`config.mk`:
```
export PLATFORM = sky130hd
export DESIGN_NAME = pcie_port_src
export DESIGN_NICKNAME = d
export VERILOG_FILES = /design/src/rtl/pcie_pkg.sv /design/src/rtl/pcie_port_src_vc_buf.sv /design/src/rtl/pcie_port_src.sv
export SDC_FILE = /design/constraint.sdc
export NUM_CORES = 1
export LEC_CHECK = 0
export CAP_MARGIN = 20
export CORE_ASPECT_RATIO = 1.1
export CORE_MARGIN = 10
export CORE_UTILIZATION = 57
export CTS_CLUSTER_DIAMETER = 50
export CTS_CLUSTER_SIZE = 10
export DETAILED_ROUTE_END_ITERATION = 8
export GPL_TIMING_DRIVEN = 0
export PLACE_DENSITY = 0.78
export SLEW_MARGIN = 10
export SYNTH_ARGS = -nofsm -noshare
export SYNTH_HDL_FRONTEND = slang
export SYNTH_SLANG_ARGS = --single-unit
```
`constraint.sdc`:
```
create_clock -name clk -period 2.8 [get_ports clk]
set_input_delay 0.42 -clock clk [delete_from_list [all_inputs] [get_ports clk]]
set_output_delay 0.42 -clock clk [all_outputs]
set_load 0.1 [all_outputs]
```
`src/rtl/pcie_pkg.sv`:
```
// Shared definitions for the PCIe port source: VC encodings, word layout and the
// per-VC pause/continue gate state with its transition function.
package pcie_pkg;

  localparam logic VC0       = 1'b0;
  localparam logic VC1       = 1'b1;
  localparam int   VC_BIT    = 5;
  localparam int   PAYLOAD_W = 5;
  localparam int   WORD_W    = PAYLOAD_W + 1;

  typedef enum logic {
    GATE_RUN  = 1'b0,
    GATE_HOLD = 1'b1
  } gate_e;

  // Pause dominates continue when both arrive together.
  function automatic gate_e gate_next(input gate_e cur, input logic pause, input logic cont);
    gate_e nxt;
    nxt = cur;
    if (pause)     nxt = GATE_HOLD;
    else if (cont) nxt = GATE_RUN;
    return nxt;
  endfunction

endpackage

```
`src/rtl/pcie_port_src_vc_buf.sv`:
```
// Single-VC circular FIFO (module vc_buf). A push into a full buffer is ignored even
// when a pop happens in the same cycle; the caller reports the drop.
module vc_buf #(
  parameter int DEPTH = 4,
  parameter int W     = 5,
  localparam int PW   = $clog2(DEPTH),
  localparam int CW   = $clog2(DEPTH + 1)
) (
  input  logic          clk,
  input  logic          rst_n,
  input  logic          push,
  input  logic          pop,
  input  logic [W-1:0]  din,
  output logic [W-1:0]  dout,
  output logic          full,
  output logic          empty,
  output logic [CW-1:0] count
);

  logic [W-1:0]  mem_q [DEPTH];
  logic [PW-1:0] rd_ptr_q, rd_ptr_d;
  logic [PW-1:0] wr_ptr_q, wr_ptr_d;
  logic [CW-1:0] count_q, count_d;
  logic          push_ok;
  logic          pop_ok;

  assign full    = (count_q == CW'(DEPTH));
  assign empty   = (count_q == '0);
  assign count   = count_q;
  assign dout    = mem_q[rd_ptr_q];
  assign push_ok = push && !full;
  assign pop_ok  = pop && !empty;

  always_comb begin
    rd_ptr_d = rd_ptr_q;
    wr_ptr_d = wr_ptr_q;
    count_d  = count_q;
    if (push_ok) wr_ptr_d = wr_ptr_q + 1'b1;
    if (pop_ok)  rd_ptr_d = rd_ptr_q + 1'b1;
    case ({push_ok, pop_ok})
      2'b10:   count_d = count_q + 1'b1;
      2'b01:   count_d = count_q - 1'b1;
      default: count_d = count_q;
    endcase
  end

  always_ff @(posedge clk or negedge rst_n) begin
    if (!rst_n) begin
      rd_ptr_q <= '0;
      wr_ptr_q <= '0;
      count_q  <= '0;
      for (int i = 0; i < DEPTH; i++) mem_q[i] <= '0;
    end else begin
      rd_ptr_q <= rd_ptr_d;
      wr_ptr_q <= wr_ptr_d;
      count_q  <= count_d;
      if (push_ok) mem_q[wr_ptr_q] <= din;
    end
  end

endmodule

```
`src/rtl/pcie_port_src.sv`:
```
// Per-port PCIe source: two VC buffers, pause/continue gates, VC arbiter and output
// register. Define VC1_STRICT_PRIO_EN to give VC1 absolute priority over round-robin.
module pcie_port_src
  import pcie_pkg::*;
#(
  parameter int DEPTH = 4
) (
  input  logic                clk,
  input  logic                reset_L,
  input  logic                in_valid,
  input  logic                in_vc,
  input  logic [PAYLOAD_W-1:0] in_data,
  output logic                in_ready_vc0,
  output logic                in_ready_vc1,
  input  logic                pause_vc0,
  input  logic                continue_vc0,
  input  logic                pause_vc1,
  input  logic                continue_vc1,
  output logic                valid_p,
  output logic [WORD_W-1:0]   data_p,
  output logic                idle,
  output logic                drop
);

  localparam int CW = $clog2(DEPTH + 1);

  logic [PAYLOAD_W-1:0] dout0, dout1;
  logic                 full0, full1, empty0, empty1;
  logic [CW-1:0]        count0, count1;
  logic                 push0, push1, pop0, pop1;
  logic                 elig0, elig1, grant_valid, grant_vc;

  gate_e                gate0_q, gate0_d, gate1_q, gate1_d;
  logic                 valid_q, valid_d;
  logic [WORD_W-1:0]    data_q, data_d;
  logic                 drop_q, drop_d;

  vc_buf #(.DEPTH(DEPTH), .W(PAYLOAD_W)) u_buf0 (
    .clk(clk), .rst_n(reset_L), .push(push0), .pop(pop0), .din(in_data),
    .dout(dout0), .full(full0), .empty(empty0), .count(count0)
  );

  vc_buf #(.DEPTH(DEPTH), .W(PAYLOAD_W)) u_buf1 (
    .clk(clk), .rst_n(reset_L), .push(push1), .pop(pop1), .din(in_data),
    .dout(dout1), .full(full1), .empty(empty1), .count(count1)
  );

  assign push0        = in_valid && (in_vc == VC0);
  assign push1        = in_valid && (in_vc == VC1);
  assign in_ready_vc0 = !full0;
  assign in_ready_vc1 = !full1;
  // Live pause input blocks a pop in the very cycle it is seen.
  assign elig0        = !empty0 && (gate0_q == GATE_RUN) && !pause_vc0;
  assign elig1        = !empty1 && (gate1_q == GATE_RUN) && !pause_vc1;
  assign grant_valid  = elig0 || elig1;
  assign pop0         = grant_valid && (grant_vc == VC0);
  assign pop1         = grant_valid && (grant_vc == VC1);

`ifdef VC1_STRICT_PRIO_EN
  assign grant_vc = elig1;
`else
  logic last_grant_q, last_grant_d;

  assign grant_vc     = (elig0 && elig1) ? ~last_grant_q : elig1;
  assign last_grant_d = grant_valid ? grant_vc : last_grant_q;

  always_ff @(posedge clk or negedge reset_L) begin
    if (!reset_L) last_grant_q <= VC1;
    else          last_grant_q <= last_grant_d;
  end
`endif

  always_comb begin
    gate0_d = gate_next(gate0_q, pause_vc0, continue_vc0);
    gate1_d = gate_next(gate1_q, pause_vc1, continue_vc1);
    valid_d = grant_valid;
    data_d  = '0;
    if (grant_valid) data_d = {grant_vc, (grant_vc == VC1) ? dout1 : dout0};
    drop_d  = in_valid && ((in_vc == VC1) ? full1 : full0);
  end

  always_ff @(posedge clk or negedge reset_L) begin
    if (!reset_L) begin
      gate0_q <= GATE_RUN;
      gate1_q <= GATE_RUN;
      valid_q <= 1'b0;
      data_q  <= '0;
      drop_q  <= 1'b0;
    end else begin
      gate0_q <= gate0_d;
      gate1_q <= gate1_d;
      valid_q <= valid_d;
      data_q  <= data_d;
      drop_q  <= drop_d;
    end
  end

  assign valid_p = valid_q;
  assign data_p  = data_q;
  assign drop    = drop_q;
  assign idle    = (count0 == '0) && (count1 == '0) && !valid_q;

endmodule

```
==> out/qor.txt <==
outcome -> finished clean
endpoint required time on the critical path -> 2.38 ns
Setup Slack @ Placement -> -0.103 ns
count of cells along the worst hold path -> 1
highest fanout seen on the critical path -> 4
share of synthesized flip-flops with an asynchronous set or reset -> 100%
max frequency -> 371 MHz
commonest cells after routing, fill and taps aside -> dfrtp_1 (64), mux2_2 (40), clkdlybuf4s50_1 (21), inv_1 (16), clkbuf_8 (11)
number of nets with antenna violations after routing -> 0
floorplan die height -> 95.9 um
xor and xnor area share after synthesis -> 3.52%
post-synthesis instance area -> 0.00298 sq mm
total leakage power -> 1.59 nW
fraction of the core area covered by cells at the end of the flow -> 70.3%
highest ir drop seen on vdd -> 633 uV
CTS H-tree depth -> 3
unrepaired setup endpoints after global routing -> false
pin count of the biggest net entering global routing -> 45
synthesized net count -> 231
worst path arrival time -> 2.28 ns
starting density of the core -> 59.3%
# fillers -> 350
final weighted congestion of routability-driven global placement -> 0.731
antenna violations before repair -> 0
Post-CTS Setup Repair Bufs -> 0
relative max-transition margin -> 34.3%
DRC -> 0
drt wl/cell -> 17.3 um
number of buffer cells added on primary ports -> 23
Synthesis Warnings -> 0
non-filler instance count after layout -> 303
compound-cell area share of the yosys netlist -> 4.66%
number of distinct standard cells referenced by the synthesized netlist -> 31
Worst Clk Skew -> 0.00542 ns
average vias per placed instance -> 5.61
final setup vio count -> 0
fraction of final layout cells with drive strength greater than 1 -> 35.1%
std cell rows -> 27
clock-pin slew on the worst setup and hold paths -> 0.06 ns
critical path class -> flop to output pin
core box area -> 0.00503 sq mm
fraction of the mapped netlist area in adder cells -> 5.54%
sort of element at the end of the critical path -> output pin
share of the clock period used by the worst path after layout -> 96.3%
pwr dens -> 1180 mW/mm^2
path category of the worst min-delay check -> flop to flop
most used flip-flop cell after synthesis -> dfrtp_1
number of synthesized flops with an enable pin -> 0
overall track demand over capacity in global routing -> 13.9%
R2R cell count -> 9
simple-gate share of the synthesized area -> 5.16%
sum of routed wire length over all layers -> 5.25 mm
clock latency at the later pin of the worst-skew pair -> 0.34 ns
clock buffer depth -> 2
first-pass GRT wire length -> 8.98 mm
total via count in the routed design -> 1,699
sequential cell area fraction in the yosys report -> 54.6%
area growth from synthesis to layout -> 18.7%
min setup slack post-route -> 0.103 ns
ant diodes -> 0
Slew Viols, Final -> 0
flip-flop and latch count after synthesis -> 65
commonest non-fill, non-tap cell in the layout -> dfrtp_1
I/O pin count -> 24
DR pass1 iterations -> 4
dominant combinational cell family by area after synthesis -> multiplexers
average cell area after synthesis -> 14.5 sq um
total clock sinks -> 65
Die Area -> 0.00853 sq mm
total overflow reported by the global router -> 0
max-cap viol count -> 0
post-layout net count -> 267
Critical Path Source Type -> flop
CTS tree -> built
mux cell area share after synthesis -> 23.3%
cells after synthesis -> 206
via count of the first global-routing pass -> 1,791
measured slew at the worst slew-check pin -> 0.982 ns
first-iteration detailed-routing DRC count -> 75
hpwl dp -> 3.77 mm
CTS root buf -> clkbuf_8
TritonCTS Buffers -> 9
number of endpoints with negative hold slack in the final report -> 0
instance count after placement with tap cells included -> 288
fin crit period -> 2.70 ns
die boundary width -> 89.0 um
==> final timing paths <==
path | from | slack (ns) | end
worst max-delay path | u_buf1.count[0] | 0.10 | in_ready_vc1
worst min-delay path | gate1_q | 0.47 | gate1_q
worst max register to register | u_buf0.count[1] | 0.15 | u_buf1.count[2]
worst min register to register | gate1_q | 0.47 | gate1_q
max in group asynchronous | reset_L | 1.76 | u_buf0.mem_q[7]
min in group asynchronous | reset_L | 0.52 | u_buf1.count[2]
==> registers in the layout, summed over array words and instances (netlist names) <==
| signal | flops |
|---|---|
| u_buf1.rd_ptr_q | 2 |
| u_buf0.wr_ptr_q | 2 |
| u_buf1.count | 3 |
| gate1_q | 1 |
| data_p | 6 |
| u_buf1.mem_q | 20 |
| u_buf0.mem_q | 20 |
| last_grant_q | 1 |
| gate0_q | 1 |
| valid_p | 1 |
| u_buf0.count | 3 |
| u_buf0.rd_ptr_q | 2 |
| drop | 1 |
| u_buf1.wr_ptr_q | 2 |
==> metrics by stage <==
step	hold WS (ns)	cell area, sq um	power (W)	setup TNS, ns
floorplan	0.124	2990	0.00293	0
global placement	0.455	3290	0.00324	-54.37
detailed placement	0.338	3310	0.00332	-0.243
CTS	0.475	3540	0.00421	0
global route	0.496	3540	0.00444	0
finish	0.474	3540	0.00417	0
==> cell usage after synthesis, types with 3 or more instances <==
master / count / share of area [%]
inv_1: 16 / 2.0
dfrtp_1: 64 / 54
a21o_1: 3 / 0.75
nor2_1: 6 / 0.75
ha_1: 10 / 4.2
o21ai_0: 3 / 0.50
nand2_1: 3 / 0.38
a22o_1: 5 / 1.5
xnor2_1: 6 / 1.8
xor2_1: 6 / 1.8
mux4_2: 10 / 7.6
buf_1: 4 / 0.50
nand2_2: 9 / 1.9
mux2_2: 40 / 15
==> cells by family after synthesis <==
| logic type | after synthesis |
|---|---|
| multiplexers | 52 |
| adder cells (fa/ha/maj) | 12 |
| AND/OR/NAND/NOR | 27 |
| flip-flops | 65 |
| AO/OA/AOI/OAI | 15 |
| XOR/XNOR | 12 |
| buffers and inverters | 23 |
==> power breakdown <==
part / internal, W / switching, W
logic: 0.000786 / 0.000889
registers: 0.00138 / 0.000234
clock network: 0.000539 / 0.000343
==> per-layer routing <==
layer,track usage (%),vias up,share of wire [%],wire length (um)
li1,-,795,-,-
met1,18.1,862,46,2400
met2,21.5,30,49,2580
met3,3.21,12,3.0,156
met4,6.76,0,2.2,114
met5,0,-,0,0
==> layout make-up <==
class	instances	area (sq um)	share of cell area (%)
Sequential cell	65	1630	46.0
Multi-Input combinational cell	118	1270	35.8
Inverter	16	60.1	1.70
Tap cell	58	72.6	2.05
Clock inverter	3	65.1	1.84
Timing Repair Buffer	25	259	7.31
Buffer	7	36.3	1.02
Clock buffer	11	151	4.28
==> critical path, cell delays in order (launching register included) <==
cell,delay [ns]
dfrtp_1,0.42
or3b_2,0.53
clkdlybuf4s50_1,0.99
==> what timing repair did <==
| item | in CTS | in global routing |
|---|---|---|
| hold buffers | 1 | 0 |
| endpoints found under the setup margin | 1 | 3 |
| gates resized for setup | 3 | 1 |
| endpoints found under the hold margin | 20 | 0 |
Power figures use the tool's default switching activity.
